File: config.mk
export PLATFORM = sky130hd
export DESIGN_NAME = fifo_ctrl
export DESIGN_NICKNAME = d
export VERILOG_FILES = /design/src/rtl/fifo_pkg.sv /design/src/rtl/fifo_ptr.sv /design/src/rtl/fifo_ctrl.sv
export SDC_FILE = /design/constraint.sdc
export NUM_CORES = 1
export LEC_CHECK = 0
export ABC_AREA = 1
export CORE_MARGIN = 2
export CORE_UTILIZATION = 42
export CTS_BUF_LIST = sky130_fd_sc_hd__clkbuf_4 sky130_fd_sc_hd__clkbuf_8
export DETAILED_ROUTE_END_ITERATION = 16
export PLACE_DENSITY = 0.65
export SLEW_MARGIN = 20
export SYNTH_ARGS = -nofsm -noshare
export SYNTH_HDL_FRONTEND = slang
export SYNTH_SLANG_ARGS = --single-unit
export TNS_END_PERCENT = 5
File: constraint.sdc
create_clock -name clk -period 3.7 [get_ports clk]
set_clock_uncertainty 0.15 [all_clocks]
set_input_delay 0.37 -clock clk [delete_from_list [all_inputs] [get_ports clk]]
set_output_delay 0.37 -clock clk [all_outputs]
set_load 0.05 [all_outputs]
File: src/rtl/fifo_pkg.sv
// Shared constants for the FIFO controller and its pointer registers.
package fifo_pkg;

  localparam int unsigned DEF_DATA_W = 10;
  localparam int unsigned DEF_ADDR_W = 3;
  localparam int unsigned DEF_DEPTH  = 8;
  localparam int unsigned PTR_W      = DEF_ADDR_W + 1;
  localparam int unsigned ST_W       = 4;

  localparam logic [ST_W-1:0] ST_RESET  = 4'd0;
  localparam logic [ST_W-1:0] ST_INIT   = 4'd1;
  localparam logic [ST_W-1:0] ST_IDLE   = 4'd2;
  localparam logic [ST_W-1:0] ST_ACTIVE = 4'd3;
  localparam logic [ST_W-1:0] ST_ERROR  = 4'd4;

endpackage

File: src/rtl/fifo_ptr.sv
// Wrap-bit pointer: counts modulo 2*DEPTH; the MSB distinguishes full from empty.
module fifo_ptr
  import fifo_pkg::*;
#(
  parameter int unsigned W = PTR_W
) (
  input  logic         clk,
  input  logic         reset_L,
  input  logic         clr,
  input  logic         inc,
  output logic [W-1:0] ptr,
  output logic [W-1:0] ptr_nxt_c
);

  // Next pointer value; clear has priority over increment.
  always_comb begin
    ptr_nxt_c = ptr;
    if (clr) begin
      ptr_nxt_c = '0;
    end else if (inc) begin
      ptr_nxt_c = ptr + W'(1);
    end
  end

  // Pointer register.
  always_ff @(posedge clk or negedge reset_L) begin
    if (!reset_L) begin
      ptr <= '0;
    end else begin
      ptr <= ptr_nxt_c;
    end
  end

endmodule

File: src/rtl/fifo_ctrl.sv
// FIFO pointer/flag controller driving a dual-address RAM; DEPTH must equal 2**ADDR_W.
module fifo_ctrl
  import fifo_pkg::*;
#(
  parameter int unsigned ADDR_W = DEF_ADDR_W,
  parameter int unsigned DEPTH  = DEF_DEPTH
) (
  input  logic              clk,
  input  logic              reset_L,
  input  logic              init,
  input  logic              push,
  input  logic              pop,
  input  logic [ADDR_W:0]   umbral_af,
  input  logic [ADDR_W:0]   umbral_ae,
  output logic              we_a,
  output logic              re_a,
  output logic [ADDR_W-1:0] addr_wa,
  output logic [ADDR_W-1:0] addr_ra,
  output logic [ADDR_W:0]   fill,
  output logic              full,
  output logic              empty,
  output logic              almost_full,
  output logic              almost_empty,
  output logic              err_overflow,
  output logic              err_underflow,
  output logic [ST_W-1:0]   state
);

  localparam int unsigned PW = ADDR_W + 1;

  logic [ST_W-1:0] state_nxt;
  logic [PW-1:0]   wr_ptr, rd_ptr, wr_nxt, rd_nxt, fill_nxt;
  logic [PW-1:0]   af_thr, ae_thr, af_thr_nxt, ae_thr_nxt;
  logic            accept_c, clr_c, load_c;
  logic            push_ok, pop_ok, ovf_c, unf_c;

  // Requests are honoured only in IDLE/ACTIVE and never alongside an init request.
  assign accept_c = ((state == ST_IDLE) || (state == ST_ACTIVE)) && !init;
  assign push_ok  = accept_c && push && !full;
  assign pop_ok   = accept_c && pop && !empty;
  assign ovf_c    = accept_c && push && full;
  assign unf_c    = accept_c && pop && empty;

  // Entering INIT (from reset, an init request, or an illegal code) clears pointers and errors.
  assign clr_c  = (state == ST_RESET) || init || (state > ST_ERROR);
  assign load_c = clr_c || (state == ST_INIT);

  assign we_a    = push_ok;
  assign re_a    = pop_ok;
  assign addr_wa = wr_ptr[ADDR_W-1:0];
  assign addr_ra = rd_ptr[ADDR_W-1:0];

  fifo_ptr #(.W(PW)) u_wr_ptr (
    .clk       (clk),
    .reset_L   (reset_L),
    .clr       (clr_c),
    .inc       (push_ok),
    .ptr       (wr_ptr),
    .ptr_nxt_c (wr_nxt)
  );

  fifo_ptr #(.W(PW)) u_rd_ptr (
    .clk       (clk),
    .reset_L   (reset_L),
    .clr       (clr_c),
    .inc       (pop_ok),
    .ptr       (rd_ptr),
    .ptr_nxt_c (rd_nxt)
  );

  // Occupancy and thresholds as they will be after the coming edge.
  always_comb begin
    fill_nxt   = wr_nxt - rd_nxt;
    af_thr_nxt = af_thr;
    ae_thr_nxt = ae_thr;
    if (load_c) begin
      af_thr_nxt = umbral_af;
      ae_thr_nxt = umbral_ae;
    end
  end

  // FSM next-state logic.
  always_comb begin
    state_nxt = state;
    case (state)
      ST_RESET: state_nxt = ST_INIT;
      ST_INIT:  if (!init) state_nxt = ST_IDLE;
      ST_IDLE: begin
        if (init)         state_nxt = ST_INIT;
        else if (unf_c)   state_nxt = ST_ERROR;
        else if (push_ok) state_nxt = ST_ACTIVE;
      end
      ST_ACTIVE: begin
        if (init)                     state_nxt = ST_INIT;
        else if (ovf_c || unf_c)      state_nxt = ST_ERROR;
        else if (fill_nxt == PW'(0))  state_nxt = ST_IDLE;
      end
      ST_ERROR: if (init) state_nxt = ST_INIT;
      default:  state_nxt = ST_INIT;
    endcase
  end

  // FSM state register.
  always_ff @(posedge clk or negedge reset_L) begin
    if (!reset_L) begin
      state <= ST_RESET;
    end else begin
      state <= state_nxt;
    end
  end

  // Registered thresholds, occupancy, status and sticky error flags.
  always_ff @(posedge clk or negedge reset_L) begin
    if (!reset_L) begin
      af_thr        <= '0;
      ae_thr        <= '0;
      fill          <= '0;
      full          <= 1'b0;
      empty         <= 1'b1;
      almost_full   <= 1'b0;
      almost_empty  <= 1'b0;
      err_overflow  <= 1'b0;
      err_underflow <= 1'b0;
    end else begin
      af_thr        <= af_thr_nxt;
      ae_thr        <= ae_thr_nxt;
      fill          <= fill_nxt;
      full          <= (fill_nxt == PW'(DEPTH));
      empty         <= (fill_nxt == PW'(0));
      almost_full   <= (fill_nxt >= af_thr_nxt);
      almost_empty  <= (fill_nxt <= ae_thr_nxt);
      err_overflow  <= clr_c ? 1'b0 : (err_overflow | ovf_c);
      err_underflow <= clr_c ? 1'b0 : (err_underflow | unf_c);
    end
  end

endmodule

==> reports/results.tsv, run 1 <==
metric	value	unit
row count	23	
Critical Path RT	3.71	ns
global placement routability congestion	0.898	
multi-input logic area	754	sq um
Finished Core Util	0.548	
largest cells by area after synthesis	dfrtp_1 (41%), ha_1 (8.9%), inv_1 (8.7%)	
Syn Area/Cell	8.45	sq um
Worst Setup End Kind	flop	
Post-CTS Setup Bufs	0	
Reg2Reg Setup Slack	0.43	ns
maximum operating frequency	302	MHz
Max Cap Viol	0	
area leader, netlist	dfrtp_1	
Area after DPL	2070	sq um
setup TNS	0	ns
Yosys top cell area share	0.415	
Worst-path clk slew	0.06	ns
Post-DP HPWL	2.52	mm
final instance area	2160	sq um
vias	1346	
final setup violation count	0	
RSZ-0062 raised after global routing	no	
Startpoint Class	primary input	
top post-synthesis cells by count	inv_1 (39), nand2_1 (33), dfrtp_1 (28)	
reg-to-reg critical path startpoint	state[1]$_DFFE_PN0P_	
initial core utilization	0.429	
initial antenna violation count	0	
library cells used by synthesis	33	
TritonCTS Sinks	29	
I/O pin cnt	35	
Fill cells	370	
DR iter-0 viols	103	
net count after synthesis	226	
routed vias/inst	4.66	
ANT cells	0	
Die Y	67.4	microns
ys async rst share	1.00	
static leakage	1.12	nW
Worst R2R Path Depth	18	
FF+latch count, synth	29	
max incr delay on CP	0.44	ns
maximum fanout along the worst path	7	
outcome	finished clean	
core area	3940	sq um
crit-path most repeated cell	nand2_1	
cell count after synthesis	200	
DR pass1 iterations	4	
period utilization	0.896	
H-tree depth	2	
IO Port Bufs	33	
Worst EP arrival	3.33	ns
pins over their slew limit	0	
worst setup margin	0.384	ns
Top delay family on crit path	simple AND/OR/NAND/NOR gates	
largest net degree at the start of global routing	30	
Die ar.	4550	sq um
worst min path class	primary input to asynchronous set/reset pin	
area delta synth->final	27.8	%
Worst-Skew Late Latency	0.28	ns
DRT Wirelength	3.23	mm
Total GRT Usage	0.171	
share of cells above drive strength 1	0.130	
R2R Path End	almost_empty$_DFF_PN0_	
ys flop type	dfrtp_1	
hold_buf cts	0	
non-filler instance count after layout	289	
Peak VDD IR	0.000311	V
beginning of the critical path	init	
total grt overflow	0	
EDFF count, synth	0	
vias in the first global route	1305	
synth warn	0	
slowest CP cell	clkdlybuf4s50_1	
drt drc	0	
critical-path cell list	clkdlybuf4s50_1 > inv_2 > nand3_1 > nor2_2 > a21oi_1 > nor3_1 > inv_1 > ha_1 > inv_1 > o211ai_1 > nand4_1 > nand3_2 > nand2_1 > ha_1 > nand2_1 > o21bai_1 > nand2_1 > o21ai_0	
WS Path Type	primary input to flop	
root buffer cell	clkbuf_8	
Avg WL per Cell	11.2	microns
sequential share of the synthesized area	0.430	
TritonCTS clock tree	yes	
Detail Route Antenna Nets	0	
Power, Total	1.31	mW
post_cts resized	0	
pre-CTS setup slack	0.0590	ns
PwrDens	608	nW/um^2
Reg area	727	sq um
nets	264	
slew margin rel.	0.667	
die width	67.4	microns
clk buf depth	2	
CP bufs+invs	4	
hold_ws	0.328	ns
minimum clock period	3.32	ns
Synth Cell Area	1690	sq um
most common cell in the synthesized netlist	inv_1	
Least-Margin Pin Slew	0.498	ns
placed cell count	281	
first-pass GRT wire length	5.60	mm
TritonCTS Buffers	5	
Final Hold Viols	0	
## sequential cells by signal (all words and copies together), names as in the netlist
signal and cells:
ae_thr 4, almost_full 1, err_overflow 1, state 3, empty 1, full 1
u_wr_ptr.ptr 4, af_thr 4, u_rd_ptr.ptr 4, almost_empty 1, fill 4, err_underflow 1
## final cells by class
class                      instances  area share
clock inverter                     2     0.00463
inverter                          41      0.0713
timing repair buffer              39       0.174
sequential                        29       0.337
multi-input combinational        122       0.349
clock buffer                       6      0.0353
tap                               50      0.0290
## where the power goes
part           total [mW]  internal, mW  switching [mW]  leakage, nW
Combinational       0.617         0.224           0.392        0.700
Sequential          0.441         0.394          0.0466        0.371
Clock               0.255         0.137           0.118       0.0484
Total                1.31         0.756           0.557         1.12
## layout by cell type (no fill, tap or decap), types with 2 or more instances in the layout
master and count:
a21oi_1 9, buf_4 6, clkbuf_8 5, clkdlybuf4s50_1 33
clkinv_2 2, dfrtp_1 28, ha_1 12, inv_1 39
inv_2 2, mux2_2 2, nand2_1 33, nand2_2 3
nand3_1 10, nand3_2 3, nand4_1 2, nor2_1 13
nor2_4 2, nor3_1 4, o211ai_1 2, o21a_1 2
o21ai_0 6, o21ai_1 6
## routing by layer
| layer | global-route usage | wire (microns) | vias to the layer above |
|---|---|---|---|
| met5 | 0 | 0 | - |
| met4 | 0.0689 | 67 | 0 |
| met3 | 0.0600 | 169 | 6 |
| met2 | 0.277 | 1470 | 31 |
| met1 | 0.208 | 1530 | 608 |
| li1 | - | - | 701 |
## cells by family after synthesis
| logic type | after synthesis | synth area share |
|---|---|---|
| fa+ha+maj | 13 | 0.101 |
| other cells | 1 | 0.00222 |
| simple gates | 75 | 0.215 |
| xor+xnor | 1 | 0.00518 |
| compound gates | 29 | 0.103 |
| mux | 3 | 0.0192 |
| buf+inv | 49 | 0.125 |
| flops | 29 | 0.430 |
## worst max-delay path by stage
| stage | to | slack [ns] | depth (start not counted) |
|---|---|---|---|
| 2_1_floorplan | almost_empty$_DFF_PN0_ | 0.06 | 20 |
| 3_3_place_gp | almost_empty$_DFF_PN0_ | 0.09 | 18 |
| 3_5_place_dp | almost_empty$_DFF_PN0_ | 0.06 | 18 |
| 4_1_cts | almost_empty$_DFF_PN0_ | 0.38 | 18 |
| 5_1_grt | almost_empty$_DFF_PN0_ | 0.12 | 20 |
| 6_report | almost_empty$_DFF_PN0_ | 0.38 | 18 |
Power figures use the tool's default switching activity.
==> run 2: changes to the inputs <==
--- a/config.mk
+++ b/config.mk
@@ -8,8 +8,8 @@
 export ABC_AREA = 1
 export CORE_MARGIN = 2
 export CORE_UTILIZATION = 42
-export CTS_BUF_LIST = sky130_fd_sc_hd__clkbuf_4 sky130_fd_sc_hd__clkbuf_8
 export DETAILED_ROUTE_END_ITERATION = 16
+export MAX_ROUTING_LAYER = met4
 export PLACE_DENSITY = 0.65
 export SLEW_MARGIN = 20
 export SYNTH_ARGS = -nofsm -noshare
==> constraint.sdc (replaced) <==
create_clock -name clk -period 3.8 [get_ports clk]
set_clock_uncertainty 0.15 [all_clocks]
set_input_delay 0.38 -clock clk [delete_from_list [all_inputs] [get_ports clk]]
set_output_delay 0.38 -clock clk [all_outputs]
set_load 0.05 [all_outputs]
==> run 2 against run 1 <==
- sequential share of layout area increased by 0.059 points
- final cell count decreased by 0.35%
- critical path depth unchanged
- count of clock-buffer cells in the layout increased by 2
- global-route usage decreased by 0.23 points
==> reports/results.tsv, run 2 (synthesis gave the netlist of run 1 again) <==
metric	value	unit	change
Die ar.	4550	sq um	unchanged
pins over their slew limit	0		unchanged
RSZ-0062 raised after global routing	no		unchanged
total grt overflow	0		unchanged
Reg area	727	sq um	unchanged
Least-Margin Pin Slew	0.498	ns	about the same
Post-DP HPWL	2.51	mm	was 2.52 mm
first-pass GRT wire length	5.41	mm	was 5.60 mm
slowest CP cell	clkdlybuf4s50_1		unchanged
slew margin rel.	0.667		about the same
DRT Wirelength	3.18	mm	was 3.23 mm
core area	3940	sq um	unchanged
TritonCTS clock tree	yes		unchanged
IO Port Bufs	33		unchanged
Peak VDD IR	0.000339	V	was 0.000311 V
Critical Path RT	3.80	ns	was 3.71 ns
most common cell after layout, fill and taps aside	inv_1		unchanged
area delta synth->final	27.5	%	was 27.8%
worst min path class	primary input to asynchronous set/reset pin		unchanged
routed vias/inst	4.60		was 4.66
Reg2Reg Setup Slack	0.47	ns	was 0.43 ns
vias in the first global route	1273		was 1305
critical-path cell list	clkdlybuf4s50_1 > inv_2 > nand3_1 > nor2_2 > a21oi_1 > nor3_1 > inv_1 > ha_1 > inv_1 > o211ai_1 > nand4_1 > nand3_2 > nand2_1 > ha_1 > nand2_1 > o21bai_1 > nand2_1 > o21ai_0		unchanged
period utilization	0.888		
reg-to-reg critical path startpoint	state[1]$_DFFE_PN0P_		unchanged
maximum fanout along the worst path	7		unchanged
WL met1	1.44	mm	was 1.53 mm
Total GRT Usage	0.169		was 0.171
Top Layer Used	met4		unchanged
drt drc	0		unchanged
Die Y	67.4	microns	unchanged
worst setup margin	0.427	ns	was 0.384 ns
R2R Path End	almost_empty$_DFF_PN0_		unchanged
outcome	finished clean		unchanged
static leakage	1.11	nW	was 1.12 nW
TritonCTS Sinks	29		unchanged
hold_buf cts	0		unchanged
post_cts resized	0		unchanged
Worst Setup End Kind	flop		unchanged
root buffer cell	clkbuf_8		unchanged
DR iter-0 viols	56		was 103
Avg WL per Cell	11.1	microns	was 11.2 microns
met3 WL post-DR	163	microns	was 169 microns
ANT cells	0		unchanged
crit-path most repeated cell	nand2_1		unchanged
maximum operating frequency	296	MHz	
WS Path Type	primary input to flop		unchanged
Worst-Skew Late Latency	0.28	ns	about the same
Worst-path clk slew	0.06	ns	about the same
Detail Route Antenna Nets	0		unchanged
initial core utilization	0.429		unchanged
H-tree depth	2		unchanged
pre-CTS setup slack	0.143	ns	was 0.0590 ns
minimum clock period	3.37	ns	
I/O pin cnt	35		unchanged
nets	263		was 264
Area after DPL	2070	sq um	about the same
Max Cap Viol	0		unchanged
Startpoint Class	primary input		unchanged
Routed met2 length	1.53	mm	was 1.47 mm
vias	1325		was 1346
final instance area	2160	sq um	about the same
DR pass1 iterations	4		unchanged
initial antenna violation count	0		unchanged
TritonCTS Buffers	5		unchanged
largest net degree at the start of global routing	30		unchanged
Fill cells	377		was 370
Final Hold Viols	0		unchanged
share of cells above drive strength 1	0.118		was 0.130
most frequent cells in the layout	inv_1 (39), nand2_1 (33), clkdlybuf4s50_1 (33)		unchanged
PwrDens	596	nW/um^2	was 608 nW/um^2
max incr delay on CP	0.44	ns	about the same
multi-input logic area	754	sq um	unchanged
Post-CTS Setup Bufs	0		unchanged
final setup violation count	0		unchanged
global placement routability congestion	0.884		was 0.898
clk buf depth	2		unchanged
die width	67.4	microns	unchanged
setup TNS	0	ns	unchanged
Worst EP arrival	3.38	ns	was 3.33 ns
Worst R2R Path Depth	18		unchanged
row count	23		unchanged
run 2: per-stage QoR:
step                instances  power, mW  hold slack, ns   util
finish                    288       1.29           0.334  0.547
global route              288       1.39           0.365  0.547
CTS                       288       1.30           0.344  0.547
detailed placement        280       1.04           0.328  0.524
global placement          280       1.03           0.325  0.524
floorplan                 200      0.862         -0.0656      -
run 2: how the worst max path moves through the flow:
| stage | startpoint | endpoint | slack [ns] | cells past startpoint |
|---|---|---|---|---|
| 3_5_place_dp | init | almost_empty$_DFF_PN0_ | 0.14 | 18 |
| 5_1_grt | init | almost_empty$_DFF_PN0_ | 0.04 | 20 |
| 2_1_floorplan | state[1]$_DFFE_PN0P_ | almost_empty$_DFF_PN0_ | 0.16 | 20 |
| 4_1_cts | init | almost_empty$_DFF_PN0_ | 0.40 | 18 |
| 6_report | init | almost_empty$_DFF_PN0_ | 0.43 | 18 |
| 3_3_place_gp | init | almost_empty$_DFF_PN0_ | 0.20 | 18 |
run 2: area by class of cell:
type	instances	share of cell area
multi-input combinational	122	0.350
sequential	29	0.337
timing repair buffer	38	0.171
inverter	41	0.0714
clock buffer	8	0.0418
tap	50	0.0290
run 2: layer usage:
metal | track usage | vias up
met2 | 0.267 | 33
met5 | - | -
met3 | 0.0567 | 6
met4 | 0.0689 | 0
li1 | - | 697
met1 | 0.198 | 589
run 2: power by group:
group          total (mW)  leakage [nW]  switching (mW)  internal (mW)
logic               0.598         0.696           0.382          0.216
clock network       0.258        0.0455           0.111          0.147
registers           0.429         0.371          0.0456          0.384
run 2: critical path: cells and delay by family:
| kind | cells | cell delay (ns) |
|---|---|---|
| fa+ha+maj | 2 | 0.64 |
| buf+inv | 4 | 0.68 |
| compound gates | 4 | 0.52 |
| simple gates | 8 | 1.14 |
==> run 3: changes to the inputs <==
--- a/config.mk
+++ b/config.mk
@@ -9,8 +9,9 @@
 export CORE_MARGIN = 2
 export CORE_UTILIZATION = 42
 export DETAILED_ROUTE_END_ITERATION = 16
+export DONT_BUFFER_PORTS = 1
 export MAX_ROUTING_LAYER = met4
-export PLACE_DENSITY = 0.65
+export PLACE_DENSITY = 0.53
 export SLEW_MARGIN = 20
 export SYNTH_ARGS = -nofsm -noshare
 export SYNTH_HDL_FRONTEND = slang
==> run 3 against run 2 <==
- count of clock-buffer cells in the layout did not move
- die area stayed put
- setup slack improved by 0.0026 ns
- critical path type is now flop to flop
- critical endpoint unchanged
- maximum frequency about the same
- design area shrank 12%
- global-route usage increased by 0.81 points
==> reports/results.tsv, run 3 (synthesis gave the netlist of run 1 again) <==
metric	value	unit	change
most common cell after layout, fill and taps aside	inv_1		unchanged
placed cell count	252		was 280
ANT cells	0		unchanged
root buffer cell	clkbuf_8		unchanged
clock power share	0.211		was 0.201
PwrDens	648	nW/um^2	was 596 nW/um^2
setup TNS	0	ns	unchanged
multi-input logic area	754	sq um	unchanged
Critical Path RT	3.81	ns	was 3.80 ns
core area	3940	sq um	unchanged
I/O pin cnt	35		unchanged
Least-Margin Pin Slew	0.564	ns	was 0.498 ns
clk buf depth	2		unchanged
Fill cells	380		was 377
pre-CTS setup slack	0.455	ns	was 0.143 ns
Worst Hold Path Cells	1		
vias in the first global route	1252		was 1273
Max Cap Viol	0		unchanged
Post-DP HPWL	2.53	mm	was 2.51 mm
non-filler instance count after layout	262		was 288
pins over their slew limit	0		unchanged
DR iter-0 viols	46		was 56
total grt overflow	0		unchanged
worst setup margin	0.429	ns	was 0.427 ns
drt drc	0		unchanged
final setup violation count	0		unchanged
WS Path Type	flop to flop		was primary input to flop
TritonCTS clock tree	yes		unchanged
nets	237		was 263
row count	23		unchanged
Worst EP arrival	3.38	ns	about the same
initial core utilization	0.429		unchanged
most frequent cells in the layout	inv_1 (39), nand2_1 (33), dfrtp_1 (28)		was inv_1 (39), nand2_1 (33), clkdlybuf4s50_1 (33)
Worst R2R Path Depth	17		was 18
Worst-Skew Late Latency	0.28	ns	about the same
maximum fanout along the worst path	8		was 7
DR pass1 iterations	4		unchanged
Worst Setup End Kind	flop		unchanged
period utilization	0.887		was 0.888
static leakage	1.03	nW	was 1.11 nW
worst min path class	primary input to flop		was primary input to asynchronous set/reset pin
initial antenna violation count	0		unchanged
final instance area	1890	sq um	was 2160 sq um
Die ar.	4550	sq um	unchanged
maximum operating frequency	297	MHz	was 296 MHz
Die Y	67.4	microns	unchanged
first-pass GRT wire length	5.69	mm	was 5.41 mm
RSZ-0062 raised after global routing	no		unchanged
Comb pwr share	0.385		was 0.465
reg-to-reg critical path startpoint	state[2]$_DFFE_PN0P_		was state[1]$_DFFE_PN0P_
share of cells above drive strength 1	0.160		was 0.118
switching power	0.534	mW	was 0.538 mW
global placement routability congestion	0.830		was 0.884
outcome	finished clean		unchanged
Final Hold Viols	0		unchanged
die width	67.4	microns	unchanged
area delta synth->final	12.0	%	was 27.5%
Hold Crit Start	umbral_ae[0]		
Peak VDD IR	0.000264	V	was 0.000339 V
Post-CTS Setup Bufs	0		unchanged
minimum clock period	3.37	ns	about the same
DRT Wirelength	3.28	mm	was 3.18 mm
Reg2Reg Setup Slack	0.43	ns	was 0.47 ns
TritonCTS Buffers	5		unchanged
Total GRT Usage	0.177		was 0.169
post_cts resized	0		unchanged
Reg power frac	0.405		was 0.334
internal power	0.693	mW	was 0.747 mW
Reg area	727	sq um	unchanged
Startpoint Class	flop		was primary input
largest net degree at the start of global routing	30		unchanged
Area after DPL	1770	sq um	was 2070 sq um
Worst Hold End	ae_thr[0]$_DFF_PN0_		
Detail Route Antenna Nets	0		unchanged
Worst-path clk slew	0.06	ns	about the same
vias	1237		was 1325
TritonCTS Sinks	29		unchanged
sw frac	0.435		was 0.419
R2R Path End	almost_empty$_DFF_PN0_		unchanged
H-tree depth	2		unchanged
IO Port Bufs	0		was 33
slew margin rel.	0.624		was 0.667
hold_buf cts	2		was 0
Power, Total	1.23	mW	was 1.29 mW
routed vias/inst	4.72		was 4.60
Avg WL per Cell	12.5	microns	was 11.1 microns
## run 3: cell count changes in the layout (fill, tap and decap cells not counted)
cell,delta
buf_4,+5
clkdlybuf4s50_1,-33
buf_12,+1
dlygate4sd3_1,+1
## run 3: worst max-delay path by stage
stage / depth (start not counted) / slack (ns) / to / start
detailed placement: 17 / 0.45 / almost_empty$_DFF_PN0_ / state[2]$_DFFE_PN0P_
floorplan: 20 / 0.16 / almost_empty$_DFF_PN0_ / state[1]$_DFFE_PN0P_
global placement: 17 / 0.51 / almost_empty$_DFF_PN0_ / state[2]$_DFFE_PN0P_
CTS: 17 / 0.42 / almost_empty$_DFF_PN0_ / state[2]$_DFFE_PN0P_
global route: 19 / 0.11 / almost_empty$_DFF_PN0_ / state[2]$_DFFE_PN0P_
finish: 17 / 0.43 / almost_empty$_DFF_PN0_ / state[2]$_DFFE_PN0P_
## run 3: power groups by stage
| stage | Sequential [mW] | Combinational (mW) | Clock, mW |
|---|---|---|---|
| 5_1_grt | 0.504 | 0.535 | 0.290 |
| 3_5_place_dp | 0.503 | 0.467 | 0 |
| 2_1_floorplan | 0.545 | 0.316 | 0 |
| 4_1_cts | 0.497 | 0.479 | 0.268 |
| 6_report | 0.497 | 0.472 | 0.258 |
| 3_3_place_gp | 0.503 | 0.468 | 0 |
## run 3: final cells by class
type / count / area share
inverter: 41 / 0.0813
multi-input combinational: 122 / 0.399
clock buffer: 8 / 0.0476
tap: 50 / 0.0330
timing repair buffer: 12 / 0.0555
sequential: 29 / 0.384
## run 3: per-stage QoR
step	hold slack [ns]	utilization
finish	0.122	0.480
global route	0.111	0.480
CTS	0.117	0.480
detailed placement	-0.0647	0.450
global placement	-0.0647	0.450
floorplan	-0.0656	-
## run 3: critical path, cell delays in order, from the launching register on
cell and delay [ns]:
dfrtp_1 0.44, inv_1 0.11, o21ai_1 0.12, o21ai_4 0.26, inv_1 0.14, nor3_1 0.30
inv_1 0.09, ha_1 0.34, inv_1 0.05, o211ai_1 0.20, nand4_1 0.18, nand3_2 0.15
nand2_1 0.09, ha_1 0.30, nand2_1 0.07, o21bai_1 0.15, nand2_1 0.05, o21ai_0 0.07
## run 3: metal layers
metal	global-route usage	part of all wire	wire length [microns]	up-vias
met3	0.0533	0.052	170	5
met5	-	0	0	-
met1	0.206	0.45	1480	547
met2	0.287	0.48	1570	33
li1	-	-	-	652
met4	0.0689	0.017	55	0
